File: config.mk
export PLATFORM = sky130hd
export DESIGN_NAME = uart_button_array
export DESIGN_NICKNAME = d
export VERILOG_FILES = /design/src/rtl/uart_button_pkg.sv /design/src/rtl/btn_debounce.sv /design/src/rtl/uart_button_array.sv
export SDC_FILE = /design/constraint.sdc
export NUM_CORES = 1
export LEC_CHECK = 0
export ABC_AREA = 1
export CORE_ASPECT_RATIO = 1.5
export CORE_MARGIN = 2
export CORE_UTILIZATION = 53
export CTS_CLUSTER_SIZE = 8
export DETAILED_ROUTE_END_ITERATION = 10
export PLACE_DENSITY = 0.73
export SLEW_MARGIN = 15
export SYNTH_ARGS = -nofsm -noshare
export SYNTH_HDL_FRONTEND = slang
export SYNTH_SLANG_ARGS = --single-unit
File: constraint.sdc
create_clock -name clk -period 2.1 [get_ports clk]
set_clock_uncertainty 0.05 [all_clocks]
set_input_delay 0.315 -clock clk [delete_from_list [all_inputs] [get_ports clk]]
set_output_delay 0.315 -clock clk [all_outputs]
set_load 0.01 [all_outputs]
File: src/rtl/uart_button_pkg.sv
// Shared types and constants for the multi-channel button-to-UART trigger.
package uart_button_pkg;

    typedef enum logic [1:0] {
        IDLE,
        WAIT_HI,
        WAIT_LO
    } tx_state_t;

    localparam logic [7:0] PRESS_BASE   = 8'h41;
    localparam logic [7:0] RELEASE_BASE = 8'h61;
    localparam int         BUSY_TIMEOUT = 16;

endpackage

File: src/rtl/btn_debounce.sv
// One button channel: 2-flop synchroniser, symmetric debounce counter,
// stable level and a one-cycle pulse in the cycle the stable level changes.
module btn_debounce
    import uart_button_pkg::*;
#(
    parameter int DEBOUNCE_W = 18
) (
    input  logic clk,
    input  logic rst,
    input  logic i_btn,
    output logic o_level,
    output logic o_edge
);

    logic                  sync1_q, sync1_d;
    logic                  sync2_q, sync2_d;
    logic                  level_q, level_d;
    logic                  edge_q, edge_d;
    logic [DEBOUNCE_W-1:0] cnt_q, cnt_d;
    logic                  differ;
    logic                  toggle;

    // Counter only advances while the synced pin disagrees with the stable level.
    always_comb begin
        sync1_d = i_btn;
        sync2_d = sync1_q;
        differ  = (sync2_q != level_q);
        toggle  = differ && (cnt_q == '1);
        cnt_d   = '0;
        if (differ && !toggle) begin
            cnt_d = cnt_q + 1'b1;
        end
        level_d = level_q ^ toggle;
        edge_d  = toggle;
    end

    always_ff @(posedge clk) begin
        if (rst) begin
            sync1_q <= 1'b0;
            sync2_q <= 1'b0;
            level_q <= 1'b0;
            edge_q  <= 1'b0;
            cnt_q   <= '0;
        end else begin
            sync1_q <= sync1_d;
            sync2_q <= sync2_d;
            level_q <= level_d;
            edge_q  <= edge_d;
            cnt_q   <= cnt_d;
        end
    end

    assign o_level = level_q;
    assign o_edge  = edge_q;

endmodule

File: src/rtl/uart_button_array.sv
// Debounced button array feeding an ASCII event FIFO drained to a UART TX.
// Define UART_BTN_RELEASE_EN to also queue release events as lowercase bytes.
module uart_button_array
    import uart_button_pkg::*;
#(
    parameter int N_BTN      = 4,
    parameter int DEBOUNCE_W = 18,
    parameter int FIFO_DEPTH = 4
) (
    input  logic             clk,
    input  logic             rst,
    input  logic [N_BTN-1:0] i_btn,
    input  logic             i_txBusy,
    output logic             o_enableTx,
    output logic [7:0]       o_bitsTx,
    output logic [N_BTN-1:0] o_level,
    output logic             o_overflow
);

    localparam int AW = $clog2(FIFO_DEPTH);
    localparam int TW = $clog2(BUSY_TIMEOUT) + 1;
    localparam logic [AW:0]   FULL_CNT = FIFO_DEPTH[AW:0];
    localparam logic [TW-1:0] TMR_LAST = TW'(BUSY_TIMEOUT - 1);

    logic [N_BTN-1:0] level;
    logic [N_BTN-1:0] lvl_edge;
    logic [N_BTN-1:0] rise;

    for (genvar g = 0; g < N_BTN; g++) begin : g_ch
        btn_debounce #(.DEBOUNCE_W(DEBOUNCE_W)) u_deb (
            .clk    (clk),
            .rst    (rst),
            .i_btn  (i_btn[g]),
            .o_level(level[g]),
            .o_edge (lvl_edge[g])
        );
    end

    assign rise = lvl_edge & level;

    logic [N_BTN-1:0] press_pend_q, press_pend_d, press_take, press_keep;
`ifdef UART_BTN_RELEASE_EN
    logic [N_BTN-1:0] fall;
    logic [N_BTN-1:0] rel_pend_q, rel_pend_d, rel_take, rel_keep;
    assign fall = lvl_edge & ~level;
`endif
    logic       overflow_q, overflow_d;
    logic       sel_vld;
    logic [7:0] sel_byte;
    logic       push, pop;
    logic       fifo_full, fifo_empty;

    logic [7:0]    mem_q [FIFO_DEPTH];
    logic [7:0]    mem_d [FIFO_DEPTH];
    logic [AW-1:0] wr_ptr_q, wr_ptr_d, rd_ptr_q, rd_ptr_d;
    logic [AW:0]   count_q, count_d;

    tx_state_t     state_q, state_d;
    logic [TW-1:0] timer_q, timer_d;
    logic          enable_q, enable_d;
    logic [7:0]    bits_q, bits_d;

    assign fifo_full  = (count_q == FULL_CNT);
    assign fifo_empty = (count_q == '0);

    // Lowest channel wins; within a channel the press is served before the release.
    always_comb begin
        sel_vld    = 1'b0;
        sel_byte   = 8'h00;
        press_take = '0;
`ifdef UART_BTN_RELEASE_EN
        rel_take   = '0;
`endif
        for (int i = 0; i < N_BTN; i++) begin
            if (!sel_vld && press_pend_q[i]) begin
                sel_vld       = 1'b1;
                sel_byte      = PRESS_BASE + 8'(i);
                press_take[i] = 1'b1;
            end
`ifdef UART_BTN_RELEASE_EN
            if (!sel_vld && rel_pend_q[i]) begin
                sel_vld     = 1'b1;
                sel_byte    = RELEASE_BASE + 8'(i);
                rel_take[i] = 1'b1;
            end
`endif
        end
        push = sel_vld && !fifo_full;
    end

    // A new edge landing on a flag that is still pending (and not taken now) is lost.
    always_comb begin
        press_keep   = press_pend_q & ~(press_take & {N_BTN{push}});
        press_pend_d = press_keep | rise;
        overflow_d   = overflow_q | (|(rise & press_keep));
`ifdef UART_BTN_RELEASE_EN
        rel_keep     = rel_pend_q & ~(rel_take & {N_BTN{push}});
        rel_pend_d   = rel_keep | fall;
        overflow_d   = overflow_d | (|(fall & rel_keep));
`endif
    end

    always_comb begin
        mem_d    = mem_q;
        wr_ptr_d = wr_ptr_q;
        rd_ptr_d = rd_ptr_q;
        count_d  = count_q;
        if (push) begin
            mem_d[wr_ptr_q] = sel_byte;
            wr_ptr_d        = wr_ptr_q + 1'b1;
        end
        if (pop) begin
            rd_ptr_d = rd_ptr_q + 1'b1;
        end
        if (push && !pop) begin
            count_d = count_q + 1'b1;
        end else if (pop && !push) begin
            count_d = count_q - 1'b1;
        end
    end

    // WAIT_HI gives up after BUSY_TIMEOUT cycles so a silent transmitter cannot stall the queue.
    always_comb begin
        state_d  = state_q;
        timer_d  = timer_q;
        enable_d = 1'b0;
        bits_d   = bits_q;
        pop      = 1'b0;
        case (state_q)
            IDLE: begin
                if (!fifo_empty && !i_txBusy) begin
                    pop      = 1'b1;
                    enable_d = 1'b1;
                    bits_d   = mem_q[rd_ptr_q];
                    timer_d  = '0;
                    state_d  = WAIT_HI;
                end
            end
            WAIT_HI: begin
                if (i_txBusy) begin
                    state_d = WAIT_LO;
                end else if (timer_q == TMR_LAST) begin
                    state_d = IDLE;
                end else begin
                    timer_d = timer_q + 1'b1;
                end
            end
            WAIT_LO: begin
                if (!i_txBusy) begin
                    state_d = IDLE;
                end
            end
            default: state_d = IDLE;
        endcase
    end

    always_ff @(posedge clk) begin
        if (rst) begin
            press_pend_q <= '0;
`ifdef UART_BTN_RELEASE_EN
            rel_pend_q   <= '0;
`endif
            overflow_q   <= 1'b0;
            wr_ptr_q     <= '0;
            rd_ptr_q     <= '0;
            count_q      <= '0;
            state_q      <= IDLE;
            timer_q      <= '0;
            enable_q     <= 1'b0;
            bits_q       <= 8'h00;
        end else begin
            press_pend_q <= press_pend_d;
`ifdef UART_BTN_RELEASE_EN
            rel_pend_q   <= rel_pend_d;
`endif
            overflow_q   <= overflow_d;
            wr_ptr_q     <= wr_ptr_d;
            rd_ptr_q     <= rd_ptr_d;
            count_q      <= count_d;
            state_q      <= state_d;
            timer_q      <= timer_d;
            enable_q     <= enable_d;
            bits_q       <= bits_d;
        end
    end

    always_ff @(posedge clk) begin
        mem_q <= mem_d;
    end

    assign o_enableTx = enable_q;
    assign o_bitsTx   = bits_q;
    assign o_level    = level;
    assign o_overflow = overflow_q;

endmodule

# Word-level counts from Yosys, hierarchy flattened
# Cells that the tools add are included.
# totals
in_bits,7
output_inout_bits,14
reg_bits,148
elab_cells,149
# classes
n_lt_le_gt_ge,3
addsub,9
reduce_logical,40
bitwise,17
n_mux,30
n_eq_ne,17
# ops
cell,count
$add A18 B1 Y18 const B,4
$eq A18 B18 Y1 const B,4
$mux W8,6
$bwmux W32,1
$and A4 B4 Y4,4
$bmux W8 S2,1
$demux W8 S2,1
$logic_and A1 B1 Y1,16
$mux W5,3
$logic_not A1 Y1,12
$pmux W5 S2,1
$mux W1,9
$mux W2,4
$ne A2 B2 Y1 const B,4
$reduce_or A2 Y1,4
$mux W7,1
$ge A3 B3 Y1 const B,2
$mux W3,2
$not A2 Y3,2
$pmux W2 S3,1
$add A5 B1 Y5 const B,1
$eq A5 B4 Y1 const B,1
$add A2 B1 Y2 const B,2
$ne A1 B1 Y1,4
other kinds (19),26

# Longest topological paths before layout
# Gate-level depths: netlist of run 1.
# depth
ltp_word,17
ltp_mapped,14
depth_no_buf,13

# By module
# From an unflattened synthesis of run 1, not the netlist that was laid out.
# hier_totals
hier_cells,780
hier_area_um2,6130.9
# by_module_without_submodules
mod,area_per_inst_um2,n_inst,cells_per_inst
btn_debounce,1076.0,4,144
uart_button_array,1826.8,1,204

# Worst setup path before layout of run 1
# Ideal clock, no wire load.
# synth_timing
path_type,register to register
from,register press_pend_q[0]
to,register count_q[2]
t_required_ns,1.928
setup_ns,0.122
stages_incl_launch_ff,15
t_arrival_ns,1.903
period_less_slack_ns,2.075
slack_ns,0.025
cell_sequence,dfxtp_1 inv_1 nand2_1 nor2_1 nand2_1 nand2_1 buf_2 inv_1 ha_1 inv_1 fa_1 a21oi_1 o21ai_0 o21ai_0 a21oi_1
# synth_between
elab_chain_cells,14
word_cells_on_any_way,16
classes_between,5 x mux; 11 x reduce/logical
# synth_rtl
element,line,source
"start, declared",uart_button_array.sv:41,"logic [N_BTN-1:0] press_pend_q, press_pend_d, press_take, press_keep;"
"start signal, assigned",uart_button_array.sv:172,press_pend_q <= press_pend_d;
$mux W1 *,uart_button_array.sv:75,if (!sel_vld && press_pend_q[i]) begin
$logic_not A1 Y1,uart_button_array.sv:75,
$logic_and A1 B1 Y1,uart_button_array.sv:75,
$mux W1 *,uart_button_array.sv:75,
$logic_not A1 Y1,uart_button_array.sv:75,
$logic_and A1 B1 Y1,uart_button_array.sv:75,
$mux W1 *,uart_button_array.sv:75,
$logic_not A1 Y1,uart_button_array.sv:75,
$logic_and A1 B1 Y1,uart_button_array.sv:75,
$mux W1 *,uart_button_array.sv:75,
$logic_and A1 B1 Y1 *,uart_button_array.sv:88,push = sel_vld && !fifo_full;
via push,uart_button_array.sv:50,"logic push, pop;"
$logic_not A1 Y1,uart_button_array.sv:117,end else if (pop && !push) begin
$logic_and A1 B1 Y1,uart_button_array.sv:117,
$reduce_bool A2 Y1 (no line),n/a,
"end signal, assigned",uart_button_array.sv:179,count_q <= count_d;
"end, declared",uart_button_array.sv:56,"logic [AW:0] count_q, count_d;"
# The timed path passes the listed nets; every way through them passes the cells marked *.
# A chain may end at the register's enable or synchronous reset.

# Final worst setup path of run 1
# layout_timing
from,register press_pend_q[0]
to,register count_q[1]
# layout_between
word_cells_on_any_way,16
classes_between,5 x mux; 11 x reduce/logical
# layout_lines
element,line,source
$mux W1 *,uart_button_array.sv:75,
$logic_not A1 Y1,uart_button_array.sv:75,
$logic_and A1 B1 Y1,uart_button_array.sv:75,
$mux W1 *,uart_button_array.sv:75,
$logic_not A1 Y1,uart_button_array.sv:75,
$logic_and A1 B1 Y1,uart_button_array.sv:75,
$mux W1 *,uart_button_array.sv:75,
$logic_not A1 Y1,uart_button_array.sv:75,
$logic_and A1 B1 Y1,uart_button_array.sv:75,
$mux W1 *,uart_button_array.sv:75,
$logic_and A1 B1 Y1 *,uart_button_array.sv:88,
via push,uart_button_array.sv:50,
$logic_and A1 B1 Y1 *,uart_button_array.sv:115,if (push && !pop) begin
$mux W3 *,uart_button_array.sv:115,
via count_d[1],uart_button_array.sv:56,
# Marked as above.

==> run summary, run 1 <==
Max Slew Vio Count = 0
initial antenna violation count = 0
worst rel slew slack = 66.4%
ANT cells = 0
max cap viols = 0
synthesis warning total = 0
Fin. Hold Viols = 0
post-DR wirelength/cell = 11.5 um
Leak = 2.36 nW
Die Y = 133 um
largest net degree at the start of global routing = 19
Vias = 4673
Syn-to-layout area delta = 14.1%
first-pass GRT wire length = 18300 um
mux cell area share after synthesis = 0%
top_reg_cell synth = dfxtp_1
Max clock buf depth = 2
# DRC = 0
CTS tree = built
final wirelength = 10700 um
Crit Path Class = reg2reg
area of the multi-input gates = 2700 um2
Largest delay share family, worst path = adder cells
share of cells above drive strength 1 = 10.5%
worst-skew pair later-pin latency = 420 ps
Core ar. = 10900 um2
FF+latch area = 2730 um2
leading post-synthesis cells by cell area = dfxtp_1 (38%), nand2_1 (8.6%), edfxtp_1 (8.2%)
Synth Area in Compound Gates = 5.46%
RSZ-0062 raised after global routing = false
Num CTS Buffers = 17
DP HPWL = 7610 um
final layout net count = 790
Pre-antenna DRT Iters = 4
DIE AREA = 12000 um2
main combinational cell family by area after synthesis = simple AND/OR/NAND/NOR gates
vias in the first global route = 4384
num ports = 21
fraction of registers with async set/reset = 0%
Pwr Density = 885 nW/um2
Syn Inst Count = 743
FF-to-FF path depth = 11
vias per cell = 5.02
final setup fails = 0
synth unique cells = 38
setup_tns = 0 ps
worst setup path startpoint = press_pend_q[0]
Synth area leader = dfxtp_1
setup bufs post-CTS = 0
Synth Area in XOR/XNOR = 6.69%
Req. time, crit path = 2360 ps
launching element type of the critical path = flip-flop
H-Tree Depth = 4
CP Cell Sequence = inv_1 -> nand2_1 -> nor2_1 -> nand2_1 -> nand2_1 -> inv_1 -> ha_1 -> inv_1 -> fa_2 -> o21ai_0 -> nor2_1
hold-critical path depth = 2
gpl congestion = 0.859
final hold slack = 361 ps
Synth top cells by count = nand2_1 (135), nor2_1 (124), dfxtp_1 (112)
Total GRT Usage = 18.6%
crit end category = flip-flop
worst hold path class = reg2reg
most common cell in the synthesized netlist = nand2_1
Slew @ Worst Pin = 499 ps
area share of the largest cell type after synthesis = 38.1%
fmax = 514 MHz
Initial DRC Count = 197
period utilization = 92.7%
row cnt = 47
PnR Total Power = 0.00595 W
CP arrival = 2210 ps
Synth Area in Adders = 2.68%
Post-Syn Area per Cell = 7.93 um2
number of buffers added on ports = 16
largest fanout on the critical path = 4
status = completed
Mapped Area = 5890 um2
Yosys reg bits = 128
Buf+Inv Stages, Crit Path = 3
clock transition at the registers of the reported paths = 60 ps
Die X = 90.1 um
hold path start = g_ch[3].u_deb.sync1_q
slowest CP cell = fa_2
Crit path depth = 11
register area share after synthesis = 46.2%
Final Util = 61.4%
worst r2r src = press_pend_q[0]
biggest cell delay along the critical path = 430 ps
grt total ovfl = 0
Post-synth EDFFs = 16
Peak VDD IR = 0.000522 V
FILL cells = 985
root buf cell = clkbuf_16
antenna-violating nets left = 0
crit path time final = 1950 ps
Initial Util = 53.8%
clock sink count = 128
simple-gate share of the synthesized area = 30.6%
==> metrics by stage <==
stage               worst slack [ps]  area (um2)  instances
floorplan                       25.2        5900        746
global placement                6.04        6160        899
detailed placement             -52.5        6160        899
CTS                             22.7        6710        931
global route                    39.1        6720        931
finish                           153        6720        931
==> cells in the final DEF (no fill, tap or decap), types with 4 or more instances in the layout <==
| cell type | count |
|---|---|
| clkinvlp_4 | 6 |
| nand2_1 | 135 |
| xnor2_1 | 13 |
| nor2_4 | 4 |
| clkdlybuf4s50_1 | 16 |
| nand3b_1 | 8 |
| buf_4 | 8 |
| o22ai_1 | 5 |
| nand4_1 | 14 |
| conb_1 | 4 |
| nor2_1 | 124 |
| inv_1 | 91 |
| edfxtp_1 | 16 |
| a21oi_1 | 39 |
| clkinv_2 | 4 |
| ha_1 | 11 |
| nand2_2 | 6 |
| nor3_1 | 22 |
| nand3_2 | 4 |
| nand3_1 | 33 |
| dfxtp_1 | 110 |
| clkbuf_16 | 17 |
| xor2_1 | 32 |
| o21ai_0 | 16 |
| nor2_2 | 12 |
==> path summary, 6_finish.rpt <==
check | to | slack [ps]
worst max-delay path | count_q[1] | 150
worst max register to register | count_q[1] | 150
worst min register to register | g_ch[3].u_deb.sync2_q | 360
worst min-delay path | g_ch[3].u_deb.sync2_q | 360
==> logic make-up after synthesis <==
logic type               after synthesis
AND/OR/NAND/NOR                      384
other                                  1
flip-flops                           128
AO/OA/AOI/OAI                         63
buffers and inverters                110
adder cells (fa/ha/maj)               12
XOR/XNOR                              45
==> final cells by class <==
cell class / instances / share of cell area (%)
sequential: 128 / 40.6
multi-input combinational: 508 / 40.2
clock buffer: 17 / 6.33
inverter: 92 / 5.14
timing repair buffer: 24 / 3.28
tap: 147 / 2.74
clock inverter: 15 / 1.79
==> repair_timing <==
item	CTS	global route
hold buffers	0	0
gates resized for setup	0	6
setup endpoints to repair	0	1
==> flip-flops by register name, summed over array words and instances, names as in the netlist, named ones only <==
| signal | flops |
|---|---|
| g_ch.u_deb.cnt_q | 72 |
| mem_q | 16 |
| timer_q | 5 |
| g_ch.u_deb.o_edge | 4 |
| g_ch.u_deb.sync1_q | 4 |
| g_ch.u_deb.sync2_q | 4 |
| o_bitsTx | 4 |
| press_pend_q | 4 |
| count_q | 3 |
| rd_ptr_q | 2 |
| state_q | 2 |
| wr_ptr_q | 2 |
| o_enableTx | 1 |
| o_overflow | 1 |
==> tightest hold or removal path: stages (launching register included) <==
cell and delay [ps]:
dfxtp_1 290, inv_1 40, nor2_1 30
==> layer usage <==
layer / track usage, % / up-vias / wire length (um)
met5: 0 / - / 0
met4: 9.06 / 0 / 238
met3: 4.98 / 23 / 314
met2: 34.3 / 75 / 5690
met1: 19.4 / 2164 / 4470
li1: - / 2411 / -
==> where the power goes <==
| group | total [W] | switching (W) | internal (W) |
|---|---|---|---|
| clock network | 0.00269 | 0.00108 | 0.00161 |
| logic | 0.000595 | 0.000357 | 0.000239 |
| registers | 0.00266 | 0.0000855 | 0.00257 |
Power figures use the tool's default switching activity.
==> run 2: changes to the inputs <==
--- a/config.mk
+++ b/config.mk
@@ -12,6 +12,7 @@
 export CTS_CLUSTER_SIZE = 8
 export DETAILED_ROUTE_END_ITERATION = 10
 export PLACE_DENSITY = 0.73
+export SETUP_SLACK_MARGIN = 0.5
 export SLEW_MARGIN = 15
 export SYNTH_ARGS = -nofsm -noshare
 export SYNTH_HDL_FRONTEND = slang
==> run summary, run 2 (synthesized netlist as in run 1, its figures left out) <==
biggest cell delay along the critical path = 460 ps
Die X = 90.1 um
max FFs per register = 72
H-Tree Depth = 4
worst setup path startpoint = press_pend_q[2]
final setup fails = 0
busiest grt layer = met2
slowest CP cell = dfxtp_1
Sw Ratio = 24.4%
Max Slew Vio Count = 0
worst r2r src = press_pend_q[2]
vias in the first global route = 4817
Max clock buf depth = 2
launching element type of the critical path = flip-flop
Core ar. = 10900 um2
PnR Total Power = 0.00624 W
root buf cell = clkbuf_16
Crit Path Class = reg2reg
Num CTS Buffers = 17
clock transition at the registers of the reported paths = 50 ps
hold path start = g_ch[2].u_deb.sync1_q
FF+latch area = 2760 um2
Clk pwr share = 45.6%
final wirelength = 13100 um
first-pass GRT wire length = 20400 um
grt total ovfl = 0
CP arrival = 2110 ps
Largest delay share family, worst path = adder cells
worst hold path class = reg2reg
final layout net count = 823
Int Pwr = 0.00472 W
Pwr Density = 849 nW/um2
ANT cells = 0
vias per cell = 5.22
share of cells above drive strength 1 = 20.6%
Fin. Hold Viols = 0
CTS tree = built
RSZ-0062 raised after global routing = true
GRT met1 Usage = 20.7%
most common cell after layout, fill and taps aside = nand2_1
Vias = 5023
gpl congestion = 0.840
row cnt = 47
Slew @ Worst Pin = 766 ps
worst rel slew slack = 48.7%
fmax = 536 MHz
DP HPWL = 7770 um
Pre-antenna DRT Iters = 5
Leak = 2.63 nW
FILL cells = 867
Initial Util = 53.8%
hold buffer count at CTS = 0
sequential share of power = 42.8%
grt met3 use = 5.60%
# DRC = 0
Buf+Inv Stages, Crit Path = 2
crit path time final = 1860 ps
antenna-violating nets left = 0
number of buffers added on ports = 16
initial antenna violation count = 0
status = completed
Sw Pwr = 0.00152 W
largest registers = g_ch.u_deb.cnt_q: 72 flops, mem_q: 16 flops, timer_q: 5 flops
clock sink count = 128
Top reg by flops = g_ch.u_deb.cnt_q
Initial DRC Count = 181
crit end category = flip-flop
most frequent cells in the layout = nand2_1 (127), nor2_1 (111), dfxtp_1 (94)
area of the multi-input gates = 3110 um2
num ports = 21
Logic pwr share = 11.6%
period utilization = 88.8%
largest net degree at the start of global routing = 22
Total GRT Usage = 20.9%
Syn-to-layout area delta = 24.9%
max cap viols = 0
Peak VDD IR = 0.000598 V
largest fanout on the critical path = 5
worst-skew pair later-pin latency = 420 ps
CP Cell Sequence = nor2_4 -> nand2_2 -> nand2_4 -> inv_4 -> ha_4 -> inv_4 -> fa_2 -> a21oi_2 -> o21ai_1 -> o21ai_1 -> a21oi_1
DIE AREA = 12000 um2
Die Y = 133 um
Req. time, crit path = 2350 ps
post-DR wirelength/cell = 13.6 um
met2 Usage GRT = 38.7%
setup_tns = 0 ps
==> run 2: power groups by stage <==
stage / logic (W) / registers [W] / clock network [W]
2_1_floorplan: 0.000425 / 0.00269 / 0
3_3_place_gp: 0.000581 / 0.00270 / 0
3_5_place_dp: 0.000611 / 0.00271 / 0
4_1_cts: 0.000629 / 0.00266 / 0.00288
5_1_grt: 0.000805 / 0.00269 / 0.00299
6_report: 0.000724 / 0.00267 / 0.00284
==> run 2: routing by layer <==
| layer | share of wire, % | wire [um] |
|---|---|---|
| met4 | 3.0 | 394 |
| met3 | 3.9 | 512 |
| met2 | 56 | 7270 |
| met1 | 38 | 4910 |
| met5 | 0 | 0 |
==> run 2: worst paths after layout <==
kind                                end  slack, ps  cells past startpoint
setup / recovery             count_q[2]        240                     11
hold / removal    g_ch[2].u_deb.sync2_q        360                      2
setup reg to reg             count_q[2]        240                     11
hold reg to reg   g_ch[2].u_deb.sync2_q        360                      2
==> run 2: worst min-delay path, delay by kind of cell (launching register included) <==
kind                   cells  cell delay [ps]
buffers and inverters      1               40
DFF                        1              290
and+or+nand+nor            1               30
==> run 2: cell type report <==
cell class | instances | share of cell area [%]
clock inverters | 6 | 1.12
flip-flops and latches | 128 | 37.5
inverters | 92 | 4.76
multi-input cells | 518 | 42.3
well taps | 147 | 2.50
repair buffers | 47 | 5.17
clock buffers | 24 | 6.69
==> run 2: through the flow <==
| step | util, % | instances | setup WS (ps) | hold slack (ps) | cell area [um2] |
|---|---|---|---|---|---|
| floorplan | - | 746 | 241 | 338 | 5940 |
| global placement | 56.5 | 897 | 94.6 | 351 | 6180 |
| detailed placement | 56.5 | 897 | 60.0 | 346 | 6180 |
| CTS | 63.6 | 938 | 314 | 358 | 6950 |
| global route | 67.2 | 962 | 143 | 394 | 7350 |
| finish | 67.2 | 962 | 235 | 355 | 7350 |
==> run 2: what timing repair did <==
item                                    4_1_cts  5_1_grt
resized for setup                            37       56
pin swaps                                     9       29
cloned                                        5        5
endpoints found under the setup margin       99       96
hold endpoints to repair                      0        0
setup buffers                                 6       19
